<file path="config.mk">
export PLATFORM = sky130hd
export DESIGN_NAME = mmio_uart_tx
export DESIGN_NICKNAME = d
export VERILOG_FILES = /design/src/rtl/riscv_pkg.sv /design/src/rtl/sync_fifo.sv /design/src/rtl/mmio_uart_tx.sv
export SDC_FILE = /design/constraint.sdc
export NUM_CORES = 1
export LEC_CHECK = 0
export BUFFER_PORTS_ARGS = -buffer_cell sky130_fd_sc_hd__buf_2
export CAP_MARGIN = 20
export CORE_MARGIN = 4
export CORE_UTILIZATION = 25
export DETAILED_ROUTE_END_ITERATION = 7
export PLACE_DENSITY_LB_ADDON = 0.3
export REMOVE_ABC_BUFFERS = 1
export SYNTH_ARGS = -nofsm -noshare
export SYNTH_HDL_FRONTEND = slang
export SYNTH_SLANG_ARGS = --single-unit
</file>
<file path="constraint.sdc">
create_clock -name clk -period 7.8 [get_ports clk]
set_input_delay 0.78 -clock clk [delete_from_list [all_inputs] [get_ports clk]]
set_output_delay 0.78 -clock clk [all_outputs]
set_load 0.02 [all_outputs]
</file>
<file path="src/rtl/riscv_pkg.sv">
// Shared core definitions: bus shape, UART MMIO map, status bit layout, TX FSM states.
// No logic; constants, types and the baud divisor helper only.
// The default core clock comes from MMCM_OUT_FREQ_MHZ when the build does not set it.
`ifndef MMCM_OUT_FREQ_MHZ
`define MMCM_OUT_FREQ_MHZ 300
`endif

package riscv_pkg;
   localparam int DWIDTH = 32;
   localparam int NB_COL = DWIDTH / 8;

   // UART TX word offsets inside its MMIO window
   localparam int UART_TXDATA_OFFSET = 0;
   localparam int UART_STATUS_OFFSET = 1;

   // STATUS bit positions
   localparam int UART_STAT_FULL    = 0;
   localparam int UART_STAT_EMPTY   = 1;
   localparam int UART_STAT_ACTIVE  = 2;
   localparam int UART_STAT_OVF     = 3;
   localparam int UART_STAT_PAR     = 4;
   localparam int UART_STAT_CNT_LSB = 8;

   typedef enum logic [2:0] {IDLE, START, DATA, PARITY, STOP} uart_tx_state_t;

   // Clock cycles per UART bit, rounded to nearest
   function automatic int uart_baud_div(input int mhz, input int baud);
      return (mhz * 1_000_000 + baud / 2) / baud;
   endfunction
endpackage

</file>
<file path="src/rtl/sync_fifo.sv">
// Synchronous FIFO with first-word-fall-through output (dout valid whenever !empty).
// Latency: a pushed word is visible on dout the cycle after the push.
// Backpressure: push while full is ignored unless a pop happens in the same cycle.
module sync_fifo #(
   parameter int WIDTH = 8,
   parameter int DEPTH = 16
) (
   input  logic                     clk,
   input  logic                     reset_n,
   input  logic                     push,
   input  logic                     pop,
   input  logic [WIDTH-1:0]         din,
   output logic [WIDTH-1:0]         dout,
   output logic                     full,
   output logic                     empty,
   output logic [$clog2(DEPTH):0]   count
);
   localparam int AW = $clog2(DEPTH);

   logic [WIDTH-1:0] mem [DEPTH];
   logic [AW-1:0]    wr_ptr;
   logic [AW-1:0]    rd_ptr;
   logic             do_push;
   logic             do_pop;

   assign empty   = (count == '0);
   assign full    = (count == (AW + 1)'(DEPTH));
   assign do_pop  = pop && !empty;
   assign do_push = push && (!full || do_pop);
   assign dout    = mem[rd_ptr];

   // Pointers wrap naturally because DEPTH is a power of two
   always_ff @(posedge clk or negedge reset_n) begin
      if (!reset_n) begin
         wr_ptr <= '0;
         rd_ptr <= '0;
         count  <= '0;
      end else begin
         if (do_push) wr_ptr <= wr_ptr + 1'b1;
         if (do_pop)  rd_ptr <= rd_ptr + 1'b1;
         case ({do_push, do_pop})
            2'b10:   count <= count + 1'b1;
            2'b01:   count <= count - 1'b1;
            default: count <= count;
         endcase
      end
   end

   // Storage array needs no reset; empty hides stale contents
   always_ff @(posedge clk) begin
      if (do_push) mem[wr_ptr] <= din;
   end
endmodule

</file>
<file path="src/rtl/mmio_uart_tx.sv">
// MMIO UART transmitter: TXDATA stores feed a FIFO, bytes go out 8N1 LSB first (8E1 with UART_TX_PARITY_EN).
// Latency: first start bit 2 cycles after the accepting store; STATUS read data 1 cycle after mmio_re.
// Backpressure: none on the bus; stores to a full FIFO are dropped and set the sticky overflow flag.
`ifndef MMCM_OUT_FREQ_MHZ
`define MMCM_OUT_FREQ_MHZ 300
`endif

module mmio_uart_tx
   import riscv_pkg::*;
#(
   parameter int CLK_FREQ_MHZ = `MMCM_OUT_FREQ_MHZ,
   parameter int BAUD_RATE    = 115200,
   parameter int FIFO_DEPTH   = 16,
   parameter int MMIO_AWIDTH  = 1
) (
   input  logic                   clk,
   input  logic                   reset_n,
   input  logic [NB_COL-1:0]      mmio_we,
   input  logic                   mmio_re,
   input  logic [MMIO_AWIDTH-1:0] mmio_addr,
   input  logic [DWIDTH-1:0]      mmio_wdata,
   output logic [DWIDTH-1:0]      mmio_rdata,
   output logic                   uart_txd,
   output logic                   tx_busy
);
   localparam int DIV = uart_baud_div(CLK_FREQ_MHZ, BAUD_RATE);
   localparam int CW  = (DIV < 2) ? 1 : $clog2(DIV);
   localparam int FCW = $clog2(FIFO_DEPTH) + 1;

   if (DIV < 2) begin : g_bad_div
      $error("mmio_uart_tx: baud divisor below 2");
   end
   if (FIFO_DEPTH < 2 || FIFO_DEPTH > 256 || (FIFO_DEPTH & (FIFO_DEPTH - 1)) != 0) begin : g_bad_depth
      $error("mmio_uart_tx: FIFO_DEPTH must be a power of 2 in 2..256");
   end

   uart_tx_state_t   state, state_nxt;
   logic [CW-1:0]    baud_cnt, baud_cnt_nxt;
   logic [2:0]       bit_cnt, bit_cnt_nxt;
   logic [7:0]       shift, shift_nxt;
`ifdef UART_TX_PARITY_EN
   logic             par_bit, par_bit_nxt;
`endif
   logic             baud_end;
   logic             txd;

   logic             sel_txdata, sel_status;
   logic             push_req, push_ok, pop;
   logic             ovf_set, ovf_clr, ovf;
   logic             fifo_full, fifo_empty;
   logic [7:0]       fifo_dout;
   logic [FCW-1:0]   fifo_count;
   logic [DWIDTH-1:0] status;
   logic             unused_bits;

   assign sel_txdata = (mmio_addr == MMIO_AWIDTH'(UART_TXDATA_OFFSET));
   assign sel_status = (mmio_addr == MMIO_AWIDTH'(UART_STATUS_OFFSET));
   assign push_req   = mmio_we[0] && sel_txdata;
   assign pop        = (state == IDLE) && !fifo_empty;
   assign push_ok    = push_req && (!fifo_full || pop);
   assign ovf_set    = push_req && !push_ok;
   assign ovf_clr    = mmio_we[0] && sel_status && mmio_wdata[UART_STAT_OVF];
   assign baud_end   = (baud_cnt == CW'(DIV - 1));
   assign uart_txd   = txd;
   assign tx_busy    = !fifo_empty || (state != IDLE);
   assign unused_bits = ^{mmio_wdata[DWIDTH-1:8], mmio_we[NB_COL-1:1]};

   sync_fifo #(.WIDTH(8), .DEPTH(FIFO_DEPTH)) u_fifo (
      .clk     (clk),
      .reset_n (reset_n),
      .push    (push_ok),
      .pop     (pop),
      .din     (mmio_wdata[7:0]),
      .dout    (fifo_dout),
      .full    (fifo_full),
      .empty   (fifo_empty),
      .count   (fifo_count)
   );

   // STATUS word as seen before this cycle's push/pop
   always_comb begin
      status = '0;
      status[UART_STAT_FULL]   = fifo_full;
      status[UART_STAT_EMPTY]  = fifo_empty;
      status[UART_STAT_ACTIVE] = (state != IDLE);
      status[UART_STAT_OVF]    = ovf;
`ifdef UART_TX_PARITY_EN
      status[UART_STAT_PAR]    = 1'b1;
`endif
      status[UART_STAT_CNT_LSB +: 8] = 8'(fifo_count);
   end

   // Sticky overflow flag, cleared by writing 1 to its STATUS bit
   always_ff @(posedge clk or negedge reset_n) begin
      if (!reset_n)     ovf <= 1'b0;
      else if (ovf_set) ovf <= 1'b1;
      else if (ovf_clr) ovf <= 1'b0;
   end

   // Registered read data, held between reads
   always_ff @(posedge clk or negedge reset_n) begin
      if (!reset_n)     mmio_rdata <= '0;
      else if (mmio_re) mmio_rdata <= sel_status ? status : '0;
   end

   // TX state register; reset returns the line high without waiting for a clock
   always_ff @(posedge clk or negedge reset_n) begin
      if (!reset_n) begin
         state    <= IDLE;
         baud_cnt <= '0;
         bit_cnt  <= '0;
         shift    <= '0;
`ifdef UART_TX_PARITY_EN
         par_bit  <= 1'b0;
`endif
      end else begin
         state    <= state_nxt;
         baud_cnt <= baud_cnt_nxt;
         bit_cnt  <= bit_cnt_nxt;
         shift    <= shift_nxt;
`ifdef UART_TX_PARITY_EN
         par_bit  <= par_bit_nxt;
`endif
      end
   end

   // TX next-state and line drive; every non-IDLE state lasts DIV cycles per bit
   always_comb begin
      state_nxt    = state;
      baud_cnt_nxt = baud_cnt;
      bit_cnt_nxt  = bit_cnt;
      shift_nxt    = shift;
`ifdef UART_TX_PARITY_EN
      par_bit_nxt  = par_bit;
`endif
      txd          = 1'b1;
      case (state)
         IDLE: begin
            if (!fifo_empty) begin
               shift_nxt    = fifo_dout;
`ifdef UART_TX_PARITY_EN
               par_bit_nxt  = ^fifo_dout;
`endif
               baud_cnt_nxt = '0;
               bit_cnt_nxt  = '0;
               state_nxt    = START;
            end
         end
         START: begin
            txd = 1'b0;
            if (baud_end) begin
               baud_cnt_nxt = '0;
               state_nxt    = DATA;
            end else begin
               baud_cnt_nxt = baud_cnt + 1'b1;
            end
         end
         DATA: begin
            txd = shift[0];
            if (baud_end) begin
               baud_cnt_nxt = '0;
               shift_nxt    = {1'b0, shift[7:1]};
               if (bit_cnt == 3'd7) begin
                  bit_cnt_nxt = '0;
`ifdef UART_TX_PARITY_EN
                  state_nxt   = PARITY;
`else
                  state_nxt   = STOP;
`endif
               end else begin
                  bit_cnt_nxt = bit_cnt + 1'b1;
               end
            end else begin
               baud_cnt_nxt = baud_cnt + 1'b1;
            end
         end
`ifdef UART_TX_PARITY_EN
         PARITY: begin
            txd = par_bit;
            if (baud_end) begin
               baud_cnt_nxt = '0;
               state_nxt    = STOP;
            end else begin
               baud_cnt_nxt = baud_cnt + 1'b1;
            end
         end
`endif
         STOP: begin
            txd = 1'b1;
            if (baud_end) begin
               baud_cnt_nxt = '0;
               state_nxt    = IDLE;
            end else begin
               baud_cnt_nxt = baud_cnt + 1'b1;
            end
         end
         default: state_nxt = IDLE;
      endcase
   end
endmodule

</file>
Yosys cells after proc, flatten, opt, wreduce, memory -nomap -nowiden --
Memories as Yosys holds them, arrays and structs flattened. Index checks and enable logic that the tools add are counted.
Word-level totals: register bits after elaboration 72, memory bits (writable) 128, input port bits 40, output and inout port bits 34, logic and storage cells 78, memories kept 1
Cells by class: $add $sub $neg 6, equality and inequality tests 13, multiplexer cells 23, bitwise logic cells 1, reduce and logical (&&, ||, !) cells 25
Memories:
- u_fifo.mem | words 16, width 8, read ports 1, clocked after Yosys merged registers in 0, wr ports 1, RTL line sync_fifo.sv:20 | logic [WIDTH-1:0] mem [DEPTH];
Operator list (number):
- 12-bit 2-to-1 mux | 2
- 3-bit 2-to-1 mux | 8
- 12-bit one-hot mux with 2 select lines | 1
- 8-bit 2-to-1 mux | 2
- 8-bit one-hot mux with 2 select lines | 1
- 13-bit 2-to-1 mux | 1
- 12-bit by 1-bit adder with 12-bit output, second input constant | 1
- 12-bit equality test, second input constant | 1
- 3-bit one-hot mux with 4 select lines | 1
- 2-bit inequality test, second input constant | 5
- 5-bit one-hot mux with 2 select lines | 1
- 4-bit by 1-bit adder with 4-bit output, second input constant | 2
- 1-bit logical AND | 8
- 2-bit nonzero test | 4
- 3-bit equality test, second input constant | 2
- 3-bit one-hot mux with 2 select lines | 1
- 5-bit by 1-bit adder with 5-bit output, second input constant | 1
- 5-bit equality test, second input constant | 1
- 5-bit zero test | 1
- 5-bit AND reduction | 1
- 5-bit by 1-bit subtractor with 5-bit output, second input constant | 1
- 1-bit 2-to-1 mux | 4
- 3-bit by 1-bit adder with 3-bit output, second input constant | 1
- 3-bit by 1-bit equality test with 1-bit output, second input constant | 1
- other kinds (12) | 16

Longest topological paths before layout --
depth after elaboration 8, depth in mapped cells 15, depth with buffers taken out 12

Cells and area by module --
From an unflattened synthesis, not the netlist that was laid out.
Unflattened totals: cell total of the unflattened synthesis 522, area total of the unflattened synthesis 7911.3 um2
By module, submodules not included:
- sync_fifo | times used 1, cells an instance 306, area an instance 5835.6 um2, sequential area each 4169.0 um2
- mmio_uart_tx | times used 1, cells an instance 216, area an instance 2075.7 um2, sequential area each 900.9 um2

Least setup slack after synthesis --
No wires, ideal clock.
kind input-to-reg, start point in mmio_addr, end point reg u_fifo.count[4], setup time 80 ps, data arrival time 2858 ps, required time 7720 ps, path slack 4862 ps, stages 13, buffers on the path 3, path through clkbuf_1 > and3b_1 > buf_2 > inv_2 > ha_1 > clkbuf_1 > xor2_1 > ha_1 > inv_1 > o21ai_0 > a21o_1 > a221oi_1 > xnor2_1
On the way: word-level cells in the longest chain between the ends 6, elaborated cells on any way between the ends 8, those cells by class eq/ne: 2; mux: 1; bitwise: 1; reduce/logical: 4
RTL lines:
- start, declared | RTL line mmio_uart_tx.sv:20 | input logic [MMIO_AWIDTH-1:0] mmio_addr,
- 1-bit inverter * | RTL line mmio_uart_tx.sv:56 | assign sel_txdata = (mmio_addr == MMIO_AWIDTH'(UART_TXDATA_OFFSET));
- 1-bit logical AND * | RTL line mmio_uart_tx.sv:58 | assign push_req = mmio_we[0] && sel_txdata;
- 1-bit logical AND * | RTL line mmio_uart_tx.sv:60 | assign push_ok = push_req && (!fifo_full || pop);
- 1-bit logical AND * | RTL line sync_fifo.sv:29 | assign do_push = push && (!full || do_pop);
- 2-bit by 1-bit equality test with 1-bit output / 2-bit equality test (equally long branches) | RTL line sync_fifo.sv:41 | case ({do_push, do_pop})
- 5-bit one-hot mux with 2 select lines / 2-bit nonzero test (equally long branches)
- end signal, assigned | RTL line sync_fifo.sv:42 | 2'b10: count <= count + 1'b1;
- end signal, assigned | RTL line sync_fifo.sv:43 | 2'b01: count <= count - 1'b1;
- end signal, assigned | RTL line sync_fifo.sv:44 | default: count <= count;
- end, declared | RTL line sync_fifo.sv:16 | output logic [$clog2(DEPTH):0] count
Mark *: on every way between the ends. The rest lies on a longest branch, timed or not. A chain may end at the register's enable or synchronous reset.

Worst setup path after layout --
start point reg u_fifo.count[2], end point reg u_fifo.count[4]
On the way: word-level cells in the longest chain between the ends 8, elaborated cells on any way between the ends 16, those cells by class add/sub: 2; eq/ne: 3; mux: 1; reduce/logical: 10
RTL lines:
- 5-bit zero test | RTL line sync_fifo.sv:26 | assign empty = (count == '0);
- 1-bit zero test | RTL line sync_fifo.sv:28, mmio_uart_tx.sv:59
- 1-bit logical AND | RTL line mmio_uart_tx.sv:59 | assign pop = (state == IDLE) && !fifo_empty;
- 1-bit logical OR / 1-bit logical AND (equally long branches) | RTL line mmio_uart_tx.sv:60, sync_fifo.sv:28
- 1-bit logical AND / 1-bit logical OR (equally long branches) | RTL line mmio_uart_tx.sv:60, sync_fifo.sv:29
- 1-bit logical AND | RTL line sync_fifo.sv:29
- 2-bit by 1-bit equality test with 1-bit output / 2-bit equality test (equally long branches) | RTL line sync_fifo.sv:41
- 5-bit one-hot mux with 2 select lines / 2-bit nonzero test (equally long branches)
Several ways; a longest one is shown, not always the timed one.

==> summary.md <==
| Metric | Value |
|---|---|
| Number of rows created at floorplan | 63 |
| Worst ir drop on vdd | 0.000158 V |
| Kind of critical path | reg2reg |
| Sequential area share after synthesis | 66.2% |
| RSZ-0062 raised after global routing | no |
| Post-cts hold buffer count | 0 |
| Clock insertion delay at the later pin of the skew report | 0.44 ns |
| All-Layer GR Usage | 9.61% |
| Share of synthesized area spent on multiplexers | 10.1% |
| Endpoints failing setup | 0 |
| Total via count after detailed routing | 4201 |
| Final antenna-violating net count | 0 |
| Routed vias/inst | 4.51 |
| Final hold slack | 0.440 ns |
| Gate count after technology mapping | 505 |
| Layout overhead on the synthesized area | 13.9% |
| Die X-Extent | 183 um |
| Number of global-route vias before repair | 4252 |
| Placed Area | 0.00811 sq mm |
| Number of warnings issued by yosys | 0 |
| Run status | finished clean |
| Finished Cell Area | 0.00873 sq mm |
| Final worst path period need | 3.32 ns |
| Pre-antenna DRT Iters | 4 |
| FF/Latch Area | 0.00507 sq mm |
| Worst Max-Slew Pin Slew | 0.959 ns |
| DIE HEIGHT | 183 um |
| Share of final-layout standard cells stronger than drive strength 1 | 20.9% |
| Synth Cell Area | 0.00766 sq mm |
| Worst Path Required | 8.16 ns |
| Ratio of final minimum period to clock period | 42.6% |
| Remaining design rule violation count | 0 |
| Crit path DAT | 3.68 ns |
| Ports placed on the boundary | 74 |
| Final weighted congestion in routability-driven placement | 0.745 |
| Synth top area cells | sky130_fd_sc_hd__edfxtp_1, sky130_fd_sc_hd__dfrtp_1, sky130_fd_sc_hd__mux4_2, sky130_fd_sc_hd__buf_4, sky130_fd_sc_hd__ha_1 |
| Maximum number of pins on one net before global-route repair | 50 |
| Number of antenna repair diodes | 0 |
| Skew final | 0.0169 ns |
| Number of instances resized during post-cts repair | 0 |
| Hold WC Path Type | in2async |
| Register-to-register setup slack | 4.48 ns |
| Critical-path maximum fanout | 9 |
| Detailed Route Iter0 Violations | 283 |
| Simple logic cell fraction of the synthesized area | 7.41% |
| WL per Instance | 16.6 um |
| Cts bufs inserted | 17 |
| Leakage | 3.10 nW |
| Most used DFF post-synth | sky130_fd_sc_hd__edfxtp_1 |
| Async set-or-reset flop fraction in the synthesized netlist | 27.7% |
| Ranking of synthesized cells by instance count | sky130_fd_sc_hd__edfxtp_1, sky130_fd_sc_hd__dfrtp_1, sky130_fd_sc_hd__mux4_2, sky130_fd_sc_hd__buf_4, sky130_fd_sc_hd__nor2_1 |
| Cell at the root of the clock tree | sky130_fd_sc_hd__clkbuf_16 |
| Clock tree from TritonCTS | done |
| Type of element capturing the critical path | flip-flop |
| Post-detailed-placement half-perimeter wirelength | 9.86 mm |
| Max transition margin | 35.8% |
| Summed negative setup slack over all endpoints | 0 ns |
| Top cell type by total area after synthesis | sky130_fd_sc_hd__edfxtp_1 |
| Starting density of the core | 25.6% |
| Count of non-filler cells in the finished layout | 931 |
| Buffers on Ports | 23 |
| Total routed wirelength | 15.5 mm |
| Sink Count | 177 |
| Arithmetic-cell share of the synthesized area counting full adders, half adders and majority gates | 2.11% |
| Number of violations of the max-capacitance limit | 0 |
| Post CTS Setup Buffer Count | 0 |
| Number of synthesized flops with an enable pin | 128 |
| Clock slew seen by the registers of the worst setup and hold paths | 0.08 ns |
| Global-route wire length before repair | 24.7 mm |
| Count leader, synth | sky130_fd_sc_hd__edfxtp_1 |
| Count of cell types in the netlist | 61 |
| Critical path startpoint category | flip-flop |
| Fill count | 2977 |
| Multi-input logic area | 0.00228 sq mm |
| Total die area | 0.0335 sq mm |
| Floorplan Core Area | 0.0300 sq mm |
| Complex-gate fraction of the synthesized area | 6.84% |
| Final Max Slew Viols | 0 |
| Cell Pwr Density | 254 mW/mm^2 |
| CTS Buffer Depth | 2 |
| Final Power | 2.22 mW |
| Number of antenna violations at the first check in global routing | 0 |
| Total congestion overflow | 0 |
| Maximum achievable frequency | 301 MHz |
| Number of hold-slack violations in the final timing report | 0 |
| Xor/xnor share of the synthesized area | 2.17% |
| Combinational family with the most area after synthesis | multiplexers |
| Count of state elements after synthesis | 177 |
| Mean cell area of the mapped netlist | 15.2 sq um |
| Maximum level of the CTS H-tree | 4 |
| Area share of the leading cell type in the synthesized netlist | 50.2% |
| Number of placed instances with taps included | 899 |
| Nets@finish | 580 |
[layout by cell type (no fill, tap or decap), types with 18 or more instances in the layout]
master	count
sky130_fd_sc_hd__a21oi_1	23
sky130_fd_sc_hd__buf_2	23
sky130_fd_sc_hd__conb_1	23
sky130_fd_sc_hd__dfrtp_1	48
sky130_fd_sc_hd__edfxtp_1	128
sky130_fd_sc_hd__inv_1	22
sky130_fd_sc_hd__mux4_2	33
sky130_fd_sc_hd__nand2_1	18
sky130_fd_sc_hd__nor2_1	26
[path summary, 6_finish.rpt]
check,to,cells past startpoint,startpoint
worst max-delay path,u_fifo.count[4],12,u_fifo.count[2]
worst min-delay path,baud_cnt[7],2,reset_n
worst max register to register,u_fifo.count[4],12,u_fifo.count[2]
worst min register to register,mmio_rdata[10],2,mmio_rdata[10]
max in group asynchronous,u_fifo.rd_ptr[0],2,reset_n
min in group clk,mmio_rdata[10],2,mmio_rdata[10]
[worst max-delay path: stages, from the launching register on]
cell and delay (ns):
sky130_fd_sc_hd__dfrtp_1 0.49, sky130_fd_sc_hd__nor4_1 0.58, sky130_fd_sc_hd__nand3_1 0.14, sky130_fd_sc_hd__and3b_1 0.31, sky130_fd_sc_hd__inv_2 0.18, sky130_fd_sc_hd__ha_1 0.33, sky130_fd_sc_hd__xor2_1 0.11, sky130_fd_sc_hd__ha_1 0.22
sky130_fd_sc_hd__inv_1 0.06, sky130_fd_sc_hd__o21ai_0 0.06, sky130_fd_sc_hd__a21o_1 0.19, sky130_fd_sc_hd__a221oi_1 0.39, sky130_fd_sc_hd__xnor2_1 0.17
[sequential cells by signal, indices dropped and copies added (netlist names)]
name and flops:
u_fifo.rd_ptr 4, u_fifo.count 5, ovf 1, u_fifo.mem 128, state 3, mmio_rdata 9
baud_cnt 12, shift 8, bit_cnt 3, u_fifo.wr_ptr 4
[power by group]
| group | internal (mW) | switching (mW) |
|---|---|---|
| clock network | 0.441 | 0.430 |
| registers | 1.08 | 0.0593 |
| logic | 0.0776 | 0.130 |
[cells by family (layout without fill, tap and decap cells)]
group	count (synthesis)	in the layout
DFF	177	177
and+or+nand+nor	104	104
AOI/OAI and AO/OA	82	82
buffers and inverters	73	87
muxes	36	36
xor gates and xnor gates	19	19
adders and majority gates	13	13
other	1	23
[metrics by stage]
stage	utilization [%]	worst slack [ns]
after floorplan	-	5.01
after global placement	27.1	4.56
after detailed placement	27.1	4.48
after CTS	29.1	4.45
after global routing	29.1	4.07
final	29.1	4.48
[final cells by class]
| cell class | count | share of cell area (%) |
|---|---|---|
| well taps | 390 | 5.59 |
| multi-input cells | 277 | 26.2 |
| clock buffers | 17 | 4.87 |
| repair buffers | 31 | 2.01 |
| inverters | 24 | 1.03 |
| flip-flops and latches | 177 | 58.1 |
| clock inverters | 15 | 2.24 |
[routing by layer]
layer  vias to the layer above  GRT usage, %  wire length, um
met2                        90          15.7             7790
met1                      2180          12.9             6890
li1                       1919             -                -
met4                         0          2.68              160
met5                         -             0                0
met3                        12          2.26              628
Power figures use the tool's default switching activity.
